[src/rtl/kb_led_cmd_pkg.sv]
// kb_led_cmd_pkg: PS/2 keyboard LED command bytes and FSM state encoding.
package kb_led_cmd_pkg;
    localparam logic [7:0] CMD_SET_LED = 8'hED;
    localparam logic [7:0] RSP_ACK     = 8'hFA;
    localparam logic [7:0] RSP_RESEND  = 8'hFE;

    typedef enum logic [2:0] {
        IDLE,
        SEND_CMD,
        TX_CMD,
        ACK_CMD,
        SEND_ARG,
        TX_ARG,
        ACK_ARG
    } state_t;
endpackage

[src/rtl/kb_timeout_cnt.sv]
// kb_timeout_cnt: saturating response timer; expire flags the last cycle of the wait window.
module kb_timeout_cnt #(
    parameter int TIMEOUT_CYC = 2000000
) (
    input  logic clk,
    input  logic rst,
    input  logic clear,
    input  logic en,
    output logic expire
);
    localparam int W = TIMEOUT_CYC > 1 ? $clog2(TIMEOUT_CYC) : 1;
    localparam logic [W-1:0] LAST = W'(TIMEOUT_CYC - 1);

    logic [W-1:0] cnt;

    assign expire = en && cnt == LAST;

    always_ff @(posedge clk or posedge rst) begin
        if (rst)
            cnt <= '0;
        else if (clear)
            cnt <= '0;
        else if (en && cnt != LAST)
            cnt <= cnt + W'(1);
    end
endmodule

[src/rtl/kb_led_cmd.sv]
// kb_led_cmd: sends the 0xED set-LED command and its argument to a PS/2 keyboard,
// handling ACK/resend/timeout with bounded retries and a one-deep pending request.
module kb_led_cmd
    import kb_led_cmd_pkg::*;
#(
    parameter int TIMEOUT_CYC = 2000000,
    parameter int MAX_TRY     = 3
) (
    input  logic       clk,
    input  logic       rst,
    input  logic       led_req,
    input  logic [2:0] led_val,
    input  logic       tx_idle,
    input  logic       tx_done_tick,
    input  logic       rx_done_tick,
    input  logic [7:0] din,
    output logic       wr_ps2,
    output logic [7:0] tx_data,
    output logic       busy,
    output logic       done_tick,
    output logic       err_tick
);
    localparam int TW = $clog2(MAX_TRY + 1);
    localparam logic [TW-1:0] LAST_TRY = TW'(MAX_TRY - 1);

    state_t        state;
    logic [2:0]    val;
    logic [2:0]    pend_val;
    logic          pend;
    logic [TW-1:0] tries;
    logic          in_ack;
    logic          expire;
    logic          rsp_ack;
    logic          rsp_resend;

    assign in_ack     = state == ACK_CMD || state == ACK_ARG;
    assign rsp_ack    = rx_done_tick && din == RSP_ACK;
    assign rsp_resend = rx_done_tick && din == RSP_RESEND;

    // Held clear outside the ACK states, so every ACK window starts from zero.
    kb_timeout_cnt #(.TIMEOUT_CYC(TIMEOUT_CYC)) u_timer (
        .clk    (clk),
        .rst    (rst),
        .clear  (!in_ack),
        .en     (in_ack),
        .expire (expire)
    );

    always_ff @(posedge clk or posedge rst) begin
        if (rst) begin
            state     <= IDLE;
            val       <= '0;
            pend_val  <= '0;
            pend      <= 1'b0;
            tries     <= '0;
            wr_ps2    <= 1'b0;
            tx_data   <= '0;
            busy      <= 1'b0;
            done_tick <= 1'b0;
            err_tick  <= 1'b0;
        end else begin
            wr_ps2    <= 1'b0;
            done_tick <= 1'b0;
            err_tick  <= 1'b0;
            if (led_req && state != IDLE) begin
                pend     <= 1'b1;
                pend_val <= led_val;
            end
            case (state)
                IDLE: begin
                    if (led_req || pend) begin
                        val   <= led_req ? led_val : pend_val;
                        pend  <= 1'b0;
                        tries <= '0;
                        busy  <= 1'b1;
                        state <= SEND_CMD;
                    end
                end
                SEND_CMD: begin
                    if (tx_idle) begin
                        wr_ps2  <= 1'b1;
                        tx_data <= CMD_SET_LED;
                        state   <= TX_CMD;
                    end
                end
                SEND_ARG: begin
                    if (tx_idle) begin
                        wr_ps2  <= 1'b1;
                        tx_data <= {5'b0, val};
                        state   <= TX_ARG;
                    end
                end
                TX_CMD: if (tx_done_tick) state <= ACK_CMD;
                TX_ARG: if (tx_done_tick) state <= ACK_ARG;
                ACK_CMD, ACK_ARG: begin
                    // A valid response wins over a simultaneous timer expiry.
                    if (rsp_ack) begin
                        if (state == ACK_CMD) begin
                            state <= SEND_ARG;
                        end else begin
                            state     <= IDLE;
                            busy      <= 1'b0;
                            done_tick <= 1'b1;
                        end
                    end else if (rsp_resend || expire) begin
                        if (tries == LAST_TRY) begin
                            state    <= IDLE;
                            busy     <= 1'b0;
                            err_tick <= 1'b1;
                        end else begin
                            tries <= tries + TW'(1);
                            state <= (rsp_resend && state == ACK_ARG) ? SEND_ARG : SEND_CMD;
                        end
                    end
                end
                default: begin
                    state <= IDLE;
                    busy  <= 1'b0;
                end
            endcase
        end
    end
endmodule

[config.mk]
export PLATFORM = sky130hd
export DESIGN_NAME = kb_led_cmd
export DESIGN_NICKNAME = d
export VERILOG_FILES = /design/src/rtl/kb_led_cmd_pkg.sv /design/src/rtl/kb_timeout_cnt.sv /design/src/rtl/kb_led_cmd.sv
export SDC_FILE = /design/constraint.sdc
export NUM_CORES = 1
export LEC_CHECK = 0
export CORE_AREA = 2 2 88 107
export CTS_CLUSTER_SIZE = 25
export DETAILED_ROUTE_END_ITERATION = 10
export DIE_AREA = 0 0 90 109
export PLACE_DENSITY_LB_ADDON = 0.1
export SKIP_LAST_GASP = 1
export SLEW_MARGIN = 10
export SYNTH_ARGS = -nofsm -noshare
export SYNTH_HDL_FRONTEND = slang
export SYNTH_SLANG_ARGS = --single-unit
[constraint.sdc]
create_clock -name clk -period 5.75 [get_ports clk]
set_input_delay 1.4375 -clock clk [delete_from_list [all_inputs] [get_ports clk]]
set_output_delay 1.4375 -clock clk [all_outputs]
set_load 0.02 [all_outputs]
# After elaboration in Yosys (flattened, before gate mapping)
# Cells that the tools add are included.
dict set report op_classes {
  bitwise 1
  add_sub_neg 2
  n_eq_ne 23
  div_mod_pow 0
  muxes 40
  n_lt_le_gt_ge 0
  n_mul 0
  shift 0
  reduce_logical 21
}
# cell n
set ops {}
lappend ops {{two-way mux 21 bit} 2}
lappend ops {{two-way mux 3 bit} 11}
lappend ops {{adder 21 x 1 -> 21 bit (second input constant)} 1}
lappend ops {{== test 21 bit (second input constant)} 1}
lappend ops {{!= test 21 bit (second input constant)} 1}
lappend ops {{!= test 2 bit (second input constant)} 9}
lappend ops {{one-hot mux 3 bit (6 select lines)} 1}
lappend ops {{two-way mux 1 bit} 17}
lappend ops {{== test 8 bit (second input constant)} 2}
lappend ops {{two-way mux 8 bit} 2}
lappend ops {{one-hot mux 8 bit (2 select lines)} 1}
lappend ops {{AND reduction 5 bit} 2}
lappend ops {{== test 3 bit (second input constant)} 3}
lappend ops {{!= test 3 bit (second input constant)} 3}
lappend ops {{two-way mux 2 bit} 4}
lappend ops {{== test 3 x 2 -> 1 bit (second input constant)} 2}
lappend ops {{logical AND 1 bit} 6}
lappend ops {{AND reduction 6 bit} 1}
lappend ops {{one-hot mux 2 bit (2 select lines)} 1}
lappend ops {{nonzero test 2 bit} 2}
lappend ops {{OR reduction 2 bit} 2}
lappend ops {{OR reduction 4 bit} 1}
lappend ops {{== test 3 x 1 -> 1 bit (second input constant)} 1}
lappend ops {{logical NOT 3 bit} 1}
lappend ops {{other kinds (8)} 10}
dict set report totals {
  ram_bits 0
  rom_bits 0
  reg_bits 45
  mem_count 0
  latchBits 0
  wordCells 98
  out_inout_bits 12
}

# Logic depth before layout (Yosys ltp)
dict set report logic_depth {
  word_depth 8
  depth_mapped 7
  ltp_nobuf 7
}

# Cells and area by module
# Synthesis repeated with hierarchy kept, for this count alone.
dict set report unflattened {
  hier_cells 243
  area_unflattened_um2 2279.7
}
# module area_per_inst_um2 cells_per_inst n_inst
set modules_own_cells {}
lappend modules_own_cells {kb_timeout_cnt 1158.6 123 1}
lappend modules_own_cells {kb_led_cmd 1121.1 120 1}

# Worst setup path after synthesis
# Ideal clock, no wire load.
dict set report synth_path {
  kind {in2reg}
  startpoint {in led_req}
  endpoint {reg state[0]}
  arrival_ps 2593
  slack_ps 3030
  path_stages 6
  setup_time_ps 128
  path_cell_list {clkbuf_1 nor2_1 a211oi_1 a211oi_1 a211oi_2 mux2_1}
}
dict set report synth_via {
  elab_chain_cells 3
}
# element line_no
set synth_rtl {}
lappend synth_rtl {{start: declaration} kb_led_cmd.sv:11} ;# input logic led_req,
lappend synth_rtl {{logical OR 1 bit} kb_led_cmd.sv:71} ;# if (led_req || pend) begin
lappend synth_rtl {{!= test 2 bit (no line)} -}
lappend synth_rtl {{AND reduction 6 bit (no line)} -}
lappend synth_rtl {{end signal: assignment} kb_led_cmd.sv:112} ;# state <= (rsp_resend && state == ACK_ARG) ? SEND_ARG : SEND_CMD;
lappend synth_rtl {{end: declaration} kb_led_cmd.sv:26} ;# state_t state;
# Every way passes these cells.
# A chain may end at the register's enable or synchronous reset.

# Final worst setup path
dict set report layout_path {
  startpoint {in led_req}
  endpoint {reg tries[1]}
}
dict set report layout_via {
  elab_chain_cells 3
}
# element line_no
set layout_rtl {}
lappend layout_rtl {{logical OR 1 bit} kb_led_cmd.sv:71}
lappend layout_rtl {{!= test 2 bit (no line)} -}
lappend layout_rtl {{AND reduction 5 bit (no line)} -}
lappend layout_rtl {{end signal: assignment} kb_led_cmd.sv:111} ;# tries <= tries + TW'(1);
lappend layout_rtl {{end: declaration} kb_led_cmd.sv:30} ;# logic [TW-1:0] tries;
# Every way passes these cells.

==> results by group <==
Run status
  – Outcome: finished clean

Yosys
  – Register area share after synthesis: 0.4418
  – Netlist Area Pre-Place: 2322 um^2
  – Synth top area cells: dfrtp_1 (44%), nor2_1 (5.3%), xnor2_1 (5.3%)
  – Post-synth top cells: dfrtp_1 (41), nor2_1 (33), nand2_1 (21)
  – Synth warnings: 0
  – Yosys cell types: 54
  – Post-synth EDFFs: 0
  – FFs w/ async S/R, synth: 1.000
  – Yosys reg bits: 41
  – Most numerous cell in the Yosys netlist: dfrtp_1
  – Post-synth top area cell: dfrtp_1
  – Cells after Synth: 255
  – Post-Syn Nets: 274
  – Syn Area/Cell: 9.107 um^2
  – Yosys top cell area share: 0.4418
  – Ys flop type: dfrtp_1

STA
  – Final min period: 3.195 ns
  – RSZ-0062 raised after global routing: no
  – Final Max Tran Viols: 0
  – Period utilisation layout: 0.5557
  – Finish-stage setup viols: 0
  – Layout Skew: 0.01013 ns
  – Max Clk Rate: 0.3129 GHz
  – Slew @ Worst Pin: 0.9127 ns
  – Max_slew headroom: 0.3906
  – Sum of negative setup slack: 0 ns
  – Hold Fails Final Rpt: 0

Setup path
  – Startpoint types: input port
  – Critical Path RT: 5.93 ns
  – Crit path max-delay family: simple AND/OR/NAND/NOR gates
  – CP Max Fanout: 11
  – Crit path DAT: 3.38 ns
  – Worst setup EP type: register
  – Worst path buffer plus inverter count: 1
  – CP Class: input port to register
  – Delay of the slowest critical-path stage: 0.60 ns
  – Crit-path slowest cell: clkdlybuf4s50_1
  – Critical path, cell by cell: clkdlybuf4s50_1 -> nor2_1 -> nor2_1 -> o22ai_1 -> or2_0 -> a221o_1
  – Cell mode on critical path: nor2_1

Detailed routing
  – DRC errors left: 0
  – DRT Pass-1 Iters: 4
  – Routed wire length: 5.383 mm
  – Vias: 1,865
  – DRT iter0 DRCs: 93
  – Routed Antenna Nets: 0
  – Drt via density: 4.758
  – Avg WL per Cell: 13.73 um

Layout
  – # fillers: 937
  – # diodes: 0
  – Layout cells sized above 1: 0.08824
  – Non-Filler Instances: 392
  – Nets: 290
  – Area of the multi-input gates: 1164 um^2
  – Utilization after layout: 0.3154
  – Final Cell Area: 2789 um^2
  – P&R area growth vs syn: 20.10%
  – Flip-flop and latch area: 1026 um^2

Clocking
  – # resized after CTS: 0
  – CTS Buffer Depth: 2
  – Clk sinks: 41
  – Setup bufs post-CTS: 0
  – CTS HTree Levels: 2
  – Clk root buf: clkbuf_8
  – TritonCTS buffer count: 5
  – CTS tree: yes
  – Hold bufs inserted after CTS: 0
  – Latest clock arrival within the worst-skew pair: 0.29 ns
  – Worst-path clk slew: 0.09 ns

Global route
  – Initial antenna violation count: 0
  – First-pass GRT wire length: 9.377 mm
  – Global route overflow: 0
  – Via count of the first global-routing pass: 1,898
  – Largest net degree at the start of global routing: 42
  – All-Layer GR Usage: 0.1173

Floorplanning
  – Die area: 9810 um^2
  – Core Region: 8843 um^2
  – Row cnt: 38
  – Initial Utilization: 0.2626
  – Die width: 90 um
  – Io pins: 29
  – Die Ht: 109 um

Power
  – Pwr Total: 1.029 mW
  – PwrDens: 369.1 nW/um^2
  – Cell-internal power: 0.6638 mW
  – Sequential power share: 0.393
  – Lkg Pwr: 1.101 nW
  – Max IR drop VDD: 0.1026 mV
  – Net load switching power: 0.3655 mW
  – Comb pwr share: 0.340
  – Sw frac: 0.3551
  – Clk pwr share: 0.267

Place
  – Hpwl dp: 3.755 mm
  – PortBufs: 27
  – DP Area: 2655 um^2
  – GPL Wtd Cong: 0.6855
  – Placed cell count: 384

Run
  – Max-cap violation count: 0

Min path
  – Worst hold path type: register to register
[state kept, by name, indices dropped and copies added (netlist names)]
register,flops
err_tick,1
tries,2
wr_ps2,1
val,3
busy,1
pend,1
state,3
done_tick,1
tx_data,4
pend_val,3
u_timer.cnt,21
[power by group through the flow]
stage / clock network (mW) / logic [mW] / registers, mW
floorplan: 0 / 0.265 / 0.395
global placement: 0 / 0.353 / 0.412
detailed placement: 0 / 0.355 / 0.411
CTS: 0.287 / 0.356 / 0.405
global route: 0.297 / 0.398 / 0.414
finish: 0.275 / 0.350 / 0.404
[metrics by stage]
step / setup slack (ns) / hold WS [ns]
CTS: 2.536 / 0.5121
global route: 2.405 / 0.5292
finish: 2.555 / 0.5096
detailed placement: 2.200 / 0.4934
global placement: 2.229 / 0.4919
floorplan: 3.030 / 0.4786
[metal layers]
layer  up-vias  global-route usage  part of all wire
li1        925                   -                 -
met1       895              0.1424              0.44
met5         -                   0                 0
met2        39              0.2100              0.50
met3         6             0.02350             0.040
met4         0             0.03736             0.011
[worst paths after layout]
check / startpoint / to / slack [ns] / cells after the start
max: led_req / tries[1] / 2.55 / 6
min: pend_val[0] / pend_val[0] / 0.51 / 1
max reg2reg: u_timer.cnt[0] / state[0] / 2.98 / 7
min reg2reg: pend_val[0] / pend_val[0] / 0.51 / 1
max in group asynchronous: rst / u_timer.cnt[18] / 3.52 / 2
min in group asynchronous: rst / pend / 1.67 / 2
[cells in the final DEF, fill, tap and decap left out, drive strengths merged, types with 5 or more instances in the layout]
cell,Yosys,final
a211oi,8,8
a21oi,20,20
and3,5,5
clkbuf,10,5
clkdlybuf4s50,0,27
dfrtp,41,41
inv,10,10
mux2,5,5
nand2,22,22
nand3,6,6
nor2,33,33
nor2b,6,6
nor4,5,5
o21ai,8,8
xnor2,14,14
[logic make-up after synthesis]
group                    synth area share
adder cells (fa/ha/maj)           0.01562
XOR/XNOR                          0.05657
AND/OR/NAND/NOR                    0.2171
AO/OA/AOI/OAI                      0.1686
buffers and inverters             0.05712
flip-flops                         0.4418
other                            0.001615
multiplexers                      0.04149
[area by class of cell]
class                           count  area share
Multi-Input combinational cell    185      0.4172
Sequential cell                    41      0.3679
Timing Repair Buffer               28     0.09960
Tap cell                          120     0.05384
Clock buffer                        5     0.02467
Clock inverter                      3     0.02333
Inverter                           10     0.01346
Note: power is estimated with default switching activity, not from simulation.
